### src/rtl/frame_store_iq.sv
// frame_store_iq: byte-wide requester bridge onto a 16-bit arbitrated frame-store bus.
// Define IQ_TIMEOUT_EN to enable the 255-cycle access timeout and the sticky iq_err flag.
module frame_store_iq (
  input  logic        clk,
  input  logic        nreset,
  input  logic        iq_req,
  output logic        iq_ack,
  input  logic [19:0] iq_address,
  input  logic        iq_rnw,
  input  logic [7:0]  data_from_iq,
  output logic [7:0]  data_to_iq,
  output logic        iq_busy,
  output logic        fs_req,
  input  logic        fs_gnt,
  output logic [18:0] fs_address,
  output logic        fs_rnw,
  output logic [1:0]  fs_nbs,
  output logic [15:0] fs_wdata,
  input  logic [15:0] fs_rdata,
  input  logic        fs_ack,
  output logic        iq_err,
  input  logic        iq_err_clr
);
  typedef enum logic [1:0] {IDLE, ARB, ACCESS, ACK} state_t;
  state_t      state_q, state_d;
  logic [18:0] fs_address_q, fs_address_d;
  logic        fs_rnw_q, fs_rnw_d;
  logic [1:0]  fs_nbs_q, fs_nbs_d;
  logic [15:0] fs_wdata_q, fs_wdata_d;
  logic [7:0]  data_q, data_d;
  logic        to_fire;
`ifdef IQ_TIMEOUT_EN
  logic [7:0] cnt_q, cnt_d;
  logic       err_q, err_d;
  // Timeout only fires when the current state is not about to make progress.
  assign to_fire = cnt_q == 8'hFF && ((state_q == ARB && !fs_gnt) || (state_q == ACCESS && !fs_ack));
  always_comb begin
    cnt_d = (state_q == IDLE && iq_req) ? 8'h00 :
            (state_q == ARB || state_q == ACCESS) ? cnt_q + 8'h01 : cnt_q;
    err_d = to_fire ? 1'b1 : iq_err_clr ? 1'b0 : err_q;
  end
  always_ff @(posedge clk or negedge nreset) begin
    if (!nreset) begin
      cnt_q <= 8'h00;
      err_q <= 1'b0;
    end else begin
      cnt_q <= cnt_d;
      err_q <= err_d;
    end
  end
  assign iq_err = err_q;
`else
  logic unused_err_clr;
  assign unused_err_clr = iq_err_clr;
  assign to_fire = 1'b0;
  assign iq_err = 1'b0;
`endif
  always_comb begin
    state_d      = state_q;
    fs_address_d = fs_address_q;
    fs_rnw_d     = fs_rnw_q;
    fs_nbs_d     = fs_nbs_q;
    fs_wdata_d   = fs_wdata_q;
    data_d       = data_q;
    case (state_q)
      IDLE: if (iq_req) begin
        state_d      = ARB;
        fs_address_d = iq_address[19:1];
        fs_rnw_d     = iq_rnw;
        fs_nbs_d     = iq_address[0] ? 2'b01 : 2'b10;
        fs_wdata_d   = {data_from_iq, data_from_iq};
      end
      ARB: state_d = fs_gnt ? ACCESS : to_fire ? ACK : ARB;
      ACCESS: begin
        state_d = (fs_ack || to_fire) ? ACK : ACCESS;
        // fs_nbs_q[0] high means the high byte lane is selected
        if (fs_rnw_q && fs_ack) data_d = fs_nbs_q[0] ? fs_rdata[15:8] : fs_rdata[7:0];
      end
      default: state_d = IDLE;
    endcase
    if (fs_rnw_q && to_fire) data_d = 8'hFF;
  end
  always_ff @(posedge clk or negedge nreset) begin
    if (!nreset) begin
      state_q      <= IDLE;
      fs_address_q <= 19'h0;
      fs_rnw_q     <= 1'b1;
      fs_nbs_q     <= 2'b11;
      fs_wdata_q   <= 16'h0;
      data_q       <= 8'h00;
    end else begin
      state_q      <= state_d;
      fs_address_q <= fs_address_d;
      fs_rnw_q     <= fs_rnw_d;
      fs_nbs_q     <= fs_nbs_d;
      fs_wdata_q   <= fs_wdata_d;
      data_q       <= data_d;
    end
  end
  assign fs_req     = state_q == ARB || state_q == ACCESS;
  assign iq_busy    = state_q != IDLE;
  assign iq_ack     = state_q == ACK;
  assign fs_address = fs_address_q;
  assign fs_rnw     = fs_rnw_q;
  assign fs_nbs     = fs_nbs_q;
  assign fs_wdata   = fs_wdata_q;
  assign data_to_iq = data_q;
endmodule

### config.mk
export PLATFORM = sky130hd
export DESIGN_NAME = frame_store_iq
export DESIGN_NICKNAME = d
export VERILOG_FILES = /design/src/rtl/frame_store_iq.sv
export SDC_FILE = /design/constraint.sdc
export NUM_CORES = 1
export LEC_CHECK = 0
export CORE_MARGIN = 1.5
export CORE_UTILIZATION = 35
export CTS_CLUSTER_SIZE = 30
export DETAILED_ROUTE_END_ITERATION = 8
export PLACE_DENSITY = 0.88
export SETUP_SLACK_MARGIN = 0.05
export SYNTH_ARGS = -nofsm -noshare
export SYNTH_HDL_FRONTEND = slang
export SYNTH_SLANG_ARGS = --single-unit
### constraint.sdc
create_clock -name clk -period 1.5 [get_ports clk]
set_clock_uncertainty 0.1 [all_clocks]
set_input_delay 0.225 -clock clk [delete_from_list [all_inputs] [get_ports clk]]
set_output_delay 0.225 -clock clk [all_outputs]
set_load 0.005 [all_outputs]
Word level (Yosys, flattened, before mapping)
Index checks and enable logic that the tools add are counted.
W data, S select, Z words.
{ "classes": {"add_sub_neg": 0, "n_shift": 0, "n_reduce_logical": 6, "mul": 0, "bitwise": 0, "order_cmp": 0, "n_eq_ne": 4, "div_mod_pow": 0, "n_mux": 6} }
{ "op_table": {"columns": ["operator", "n"], "rows": [
  ["$mux W8", 1],
  ["$mux W2", 3],
  ["$pmux W2 S3", 1],
  ["$eq A2 B2 Y1 const B", 2],
  ["$reduce_and A2 Y1", 2],
  ["$eq A2 B1 Y1 const B", 1],
  ["$logic_not A2 Y1", 1],
  ["$ne A2 B2 Y1 const B", 1],
  ["$reduce_bool A2 Y1", 1],
  ["$logic_and A1 B1 Y1", 1],
  ["$logic_or A1 B1 Y1", 1],
  ["$mux W1", 1]
]} }
{ "word_totals": {"elab_cells": 22, "reg_bits": 48, "rom_bits": 0, "output_inout_bits": 50, "ramBits": 0, "memories": 0, "latchBits": 0} }

Longest topological paths before layout
{ "logic_depth": {"ltp_word": 2, "mapped_depth": 6, "depth_no_buf": 5} }

Worst setup path before layout
No wires, ideal clock.
{ "synth_timing": {"kind": "reg-to-reg", "startpoint": "register state_q[0]", "endpoint": "register fs_address_q[0], in the netlist fs_address[0]", "synth_period_minus_slack_ps": 1503, "path_stages_with_launch": 6, "required_ps": 1275, "setup_ps": 125, "arrival_time_ps": 1278, "setup_slack_ps": -3, "n_path_buf": 1, "path_cell_list": "dfrtp_1 > inv_1 > ha_1 > nand2_2 > buf_6 > mux2_4"} }
{ "synth_via": {"elab_chain_len": 2} }
{ "synth_lines": {"columns": ["item", "line_no", "source"], "rows": [
  ["from (decl)", "25", "state_t state_q, state_d;"],
  ["from (signal assigned)", "92", "state_q <= state_d;"],
  ["$logic_not A2 Y1", "65", "case (state_q)"],
  ["$reduce_and A2 Y1 (no source line)", null, null],
  ["to (signal assigned)", "93", "fs_address_q <= fs_address_d;"],
  ["to (decl)", "26", "logic [18:0] fs_address_q, fs_address_d;"]
]} }
Every way passes these cells.
A chain may end at the register's enable or synchronous reset.

Worst setup path after layout
{ "layout_timing": {"startpoint": "register state_q[1]", "endpoint": "register fs_address_q[5], in the netlist fs_address[5]"} }
The elaborated chain is that of the path after synthesis.

==> flow_summary.toml <==
[synth]
synth_cells = 127
synth_warnings = 0
syn_area_sq_um = 1830
synth_seq_area_share_pct = 54.9
ys_seq_elements = 40
syn-num-nets = 182
avgSynthCellArea_sq_um = 14.4
ys_types = 21

[pwr]
switching_share_pct = 30.4
power_leakage_uw = 0.00161
pwr-share-comb_pct = 57.2
clkPwrFrac_pct = 11.5
vdd_drop_max_mv = 1.02
intPower_uw = 4370
powerDensity_nw_per_um2 = 1910
switchingPower_uw = 1910
seqPwrFrac_pct = 31.3

[clock_tree]
clkSinkCount = 40
clk_latency_ns = 0.28
numCtsBuffers = 5
clockBufferDepth = 2
clk_pin_slew_ns = 0.07
cts_root_buf = "clkbuf_8"
htree_levels = 2
cts_tree = "yes"

[sta]
drv_slew = 0
finalSetupViolCount = 29
post-route-period-util_pct = 103
rsz0062_at_grt = "true"
period_needed_ns = 1.55
hold_viol = 0
fmax_mhz = 646
worst_slack_ns = -0.0479
tns_ns = -0.988

[critical_path]
cp.arrival_ns = 1.61
path_max_fanout = 11
cp_data_required_time_ns = 1.57
crit_path_end_kind = "flop"
path_buf_inv = 3
path_cells = "inv_2 -> ha_4 -> buf_12 -> nand2_8 -> buf_12 -> mux2_4"
worstSetupPathType = "reg2reg"
critPathTopFamily = "flip-flops"
slowest_delay_ns = 0.41
crit_top_cell = "buf_12"
cpMaxStageDelayCell = "dfrtp_1"
cp-start-kind = "flop"

[cells_and_area]
final_nets = 306
drive_gt1_share_pct = 36.9
multi_input_area_sq_um = 817
fillCellCount = 420
instances_no_fill = 322
area_delta_synth_final_pct = 79.8
num_antenna_cells = 0
regArea_sq_um = 1000

[global_route]
first_global_vias = 1510
antenna_found_initial = 0
grt_pass1_wl_um = 6910
grt-ovfl-total = 0
grt.total_usage_pct = 16.5
grt_max_degree = 22

[floorplan]
core_area_sq_um = 5070
die_w_um = 75.3
pin_count = 101
initial_utilization_pct = 36.1
fp-row-count = 26
die_height_um = 75.3
die_area_sq_um = 5670

[run_status]
outcome = "finished, violations left"
violations = "setup timing"

[placement]
place_hpwl_um = 3190
placed_cells = 291
dp_slack_ns = -0.113
io_buffers = 98
gp_congestion = 0.650

[drt]
drt-pass1-iter-count = 3
vias_per_cell = 4.50
ant_nets = 0
drcViolationCount = 0
wire_per_inst_um = 14.5
drtIter0Drc = 31
wl_um = 4680
via_count = 1450

[min_path]
hold_path_class = "in2async"

[flow_run]
cap_viol_max_count = 0
[area by class of cell]
class	instances	share of cell area, %
clock buffers	8	2.74
inverters	4	0.456
flip-flops and latches	40	30.5
multi-input cells	69	24.8
repair buffers	131	38.8
well taps	70	2.66
[cell usage in the layout (no fill, tap or decap), types with 3 or more instances in the layout]
master	netlist	layout
clkdlybuf4s50_1	0	48
dlygate4sd2_1	0	45
dfrtp_1	37	37
mux2_4	28	28
buf_4	9	21
mux2i_1	8	8
nand2_2	1	6
clkbuf_8	0	6
buf_6	3	6
o21ai_1	0	5
buf_12	0	4
nand2_1	10	3
o21ai_2	0	3
ha_4	0	3
dfstp_2	3	3
[state kept, by name, indices dropped and copies added (netlist names)]
| register | count |
|---|---|
| fs_address | 19 |
| state_q | 2 |
| fs_nbs | 2 |
| data_to_iq | 8 |
| fs_wdata | 8 |
| fs_rnw | 1 |
[stage by stage]
| stage | util [%] | power (uW) | instance area [sq um] | hold WS [ns] |
|---|---|---|---|---|
| 2_1_floorplan | - | 3480 | 1850 | -0.171 |
| 3_3_place_gp | 57.2 | 5030 | 2900 | 0.109 |
| 3_5_place_dp | 57.2 | 5140 | 2900 | 0.104 |
| 4_1_cts | 63.1 | 6070 | 3200 | 0.344 |
| 5_1_grt | 64.9 | 6690 | 3290 | 0.384 |
| 6_report | 64.9 | 6280 | 3290 | 0.332 |
[final timing paths]
| path | slack (ns) | startpoint | cells past startpoint | endpoint |
|---|---|---|---|---|
| max | -0.05 | state_q[1] | 6 | fs_address[5] |
| min | 0.33 | nreset | 2 | state_q[0] |
| max reg2reg | -0.05 | state_q[1] | 6 | fs_address[5] |
| min reg2reg | 0.38 | data_to_iq[1] | 2 | data_to_iq[1] |
| max in group asynchronous | 0.49 | nreset | 3 | fs_wdata[13] |
| min in group clk | 0.38 | data_to_iq[1] | 2 | data_to_iq[1] |
[kinds of logic (layout without fill, tap and decap cells)]
kind of cell / count (synthesis) / in the layout / synth area share [%]
simple gates: 13 / 13 / 3.01
mux: 37 / 37 / 28.0
other cells: 1 / 1 / 0.205
buf+inv: 18 / 143 / 6.83
fa+ha+maj: 4 / 4 / 2.73
compound gates: 14 / 14 / 4.37
flops: 40 / 40 / 54.9
[cells in the mapped netlist, drive strengths merged]
| cell type | n | area, sq um |
|---|---|---|
| dfstp | 3 | 78.8 |
| clkbuf | 1 | 3.75 |
| a31oi | 2 | 12.5 |
| o21ai | 9 | 45.0 |
| conb | 1 | 3.75 |
| nand2 | 11 | 43.8 |
| inv | 4 | 15.0 |
| o211ai | 1 | 7.51 |
| ha | 4 | 50.1 |
| a22oi | 1 | 7.51 |
| dfrtp | 37 | 926 |
| o31ai | 1 | 7.51 |
| mux2i | 8 | 80.1 |
| nand3 | 1 | 5.00 |
| buf | 13 | 106 |
| mux2 | 29 | 432 |
| nand2b | 1 | 6.26 |
[worst register-to-register path, stage by stage (launching register included)]
cell and delay, ns:
dfrtp_1 0.41, inv_2 0.10, ha_4 0.17, buf_12 0.11, nand2_8 0.08, buf_12 0.18
mux2_4 0.29
[metal layers]
layer / share of wire (%) / up-vias / track usage (%)
met4: 1.6 / 0 / 6.55
met2: 51 / 67 / 28.7
met1: 39 / 705 / 18.4
met5: 0 / - / 0
met3: 7.6 / 6 / 5.95
li1: - / 672 / -
[repair_timing]
item | in CTS | in global routing
hold endpoints to repair | 16 | 0
pin swaps | 3 | 4
cloned | 1 | 1
endpoints found under the setup margin | 78 | 41
gates resized for setup | 83 | 17
setup buffers | 19 | 2
hold buffers | 1 | 0
[power groups by stage]
stage / Sequential (uW) / Combinational [uW] / Clock (uW)
2_1_floorplan: 2010 / 1470 / 0
3_3_place_gp: 1980 / 3050 / 0
3_5_place_dp: 1980 / 3160 / 0
4_1_cts: 1940 / 3380 / 746
5_1_grt: 2030 / 3870 / 792
6_report: 1970 / 3590 / 720
Power figures use the tool's default switching activity.
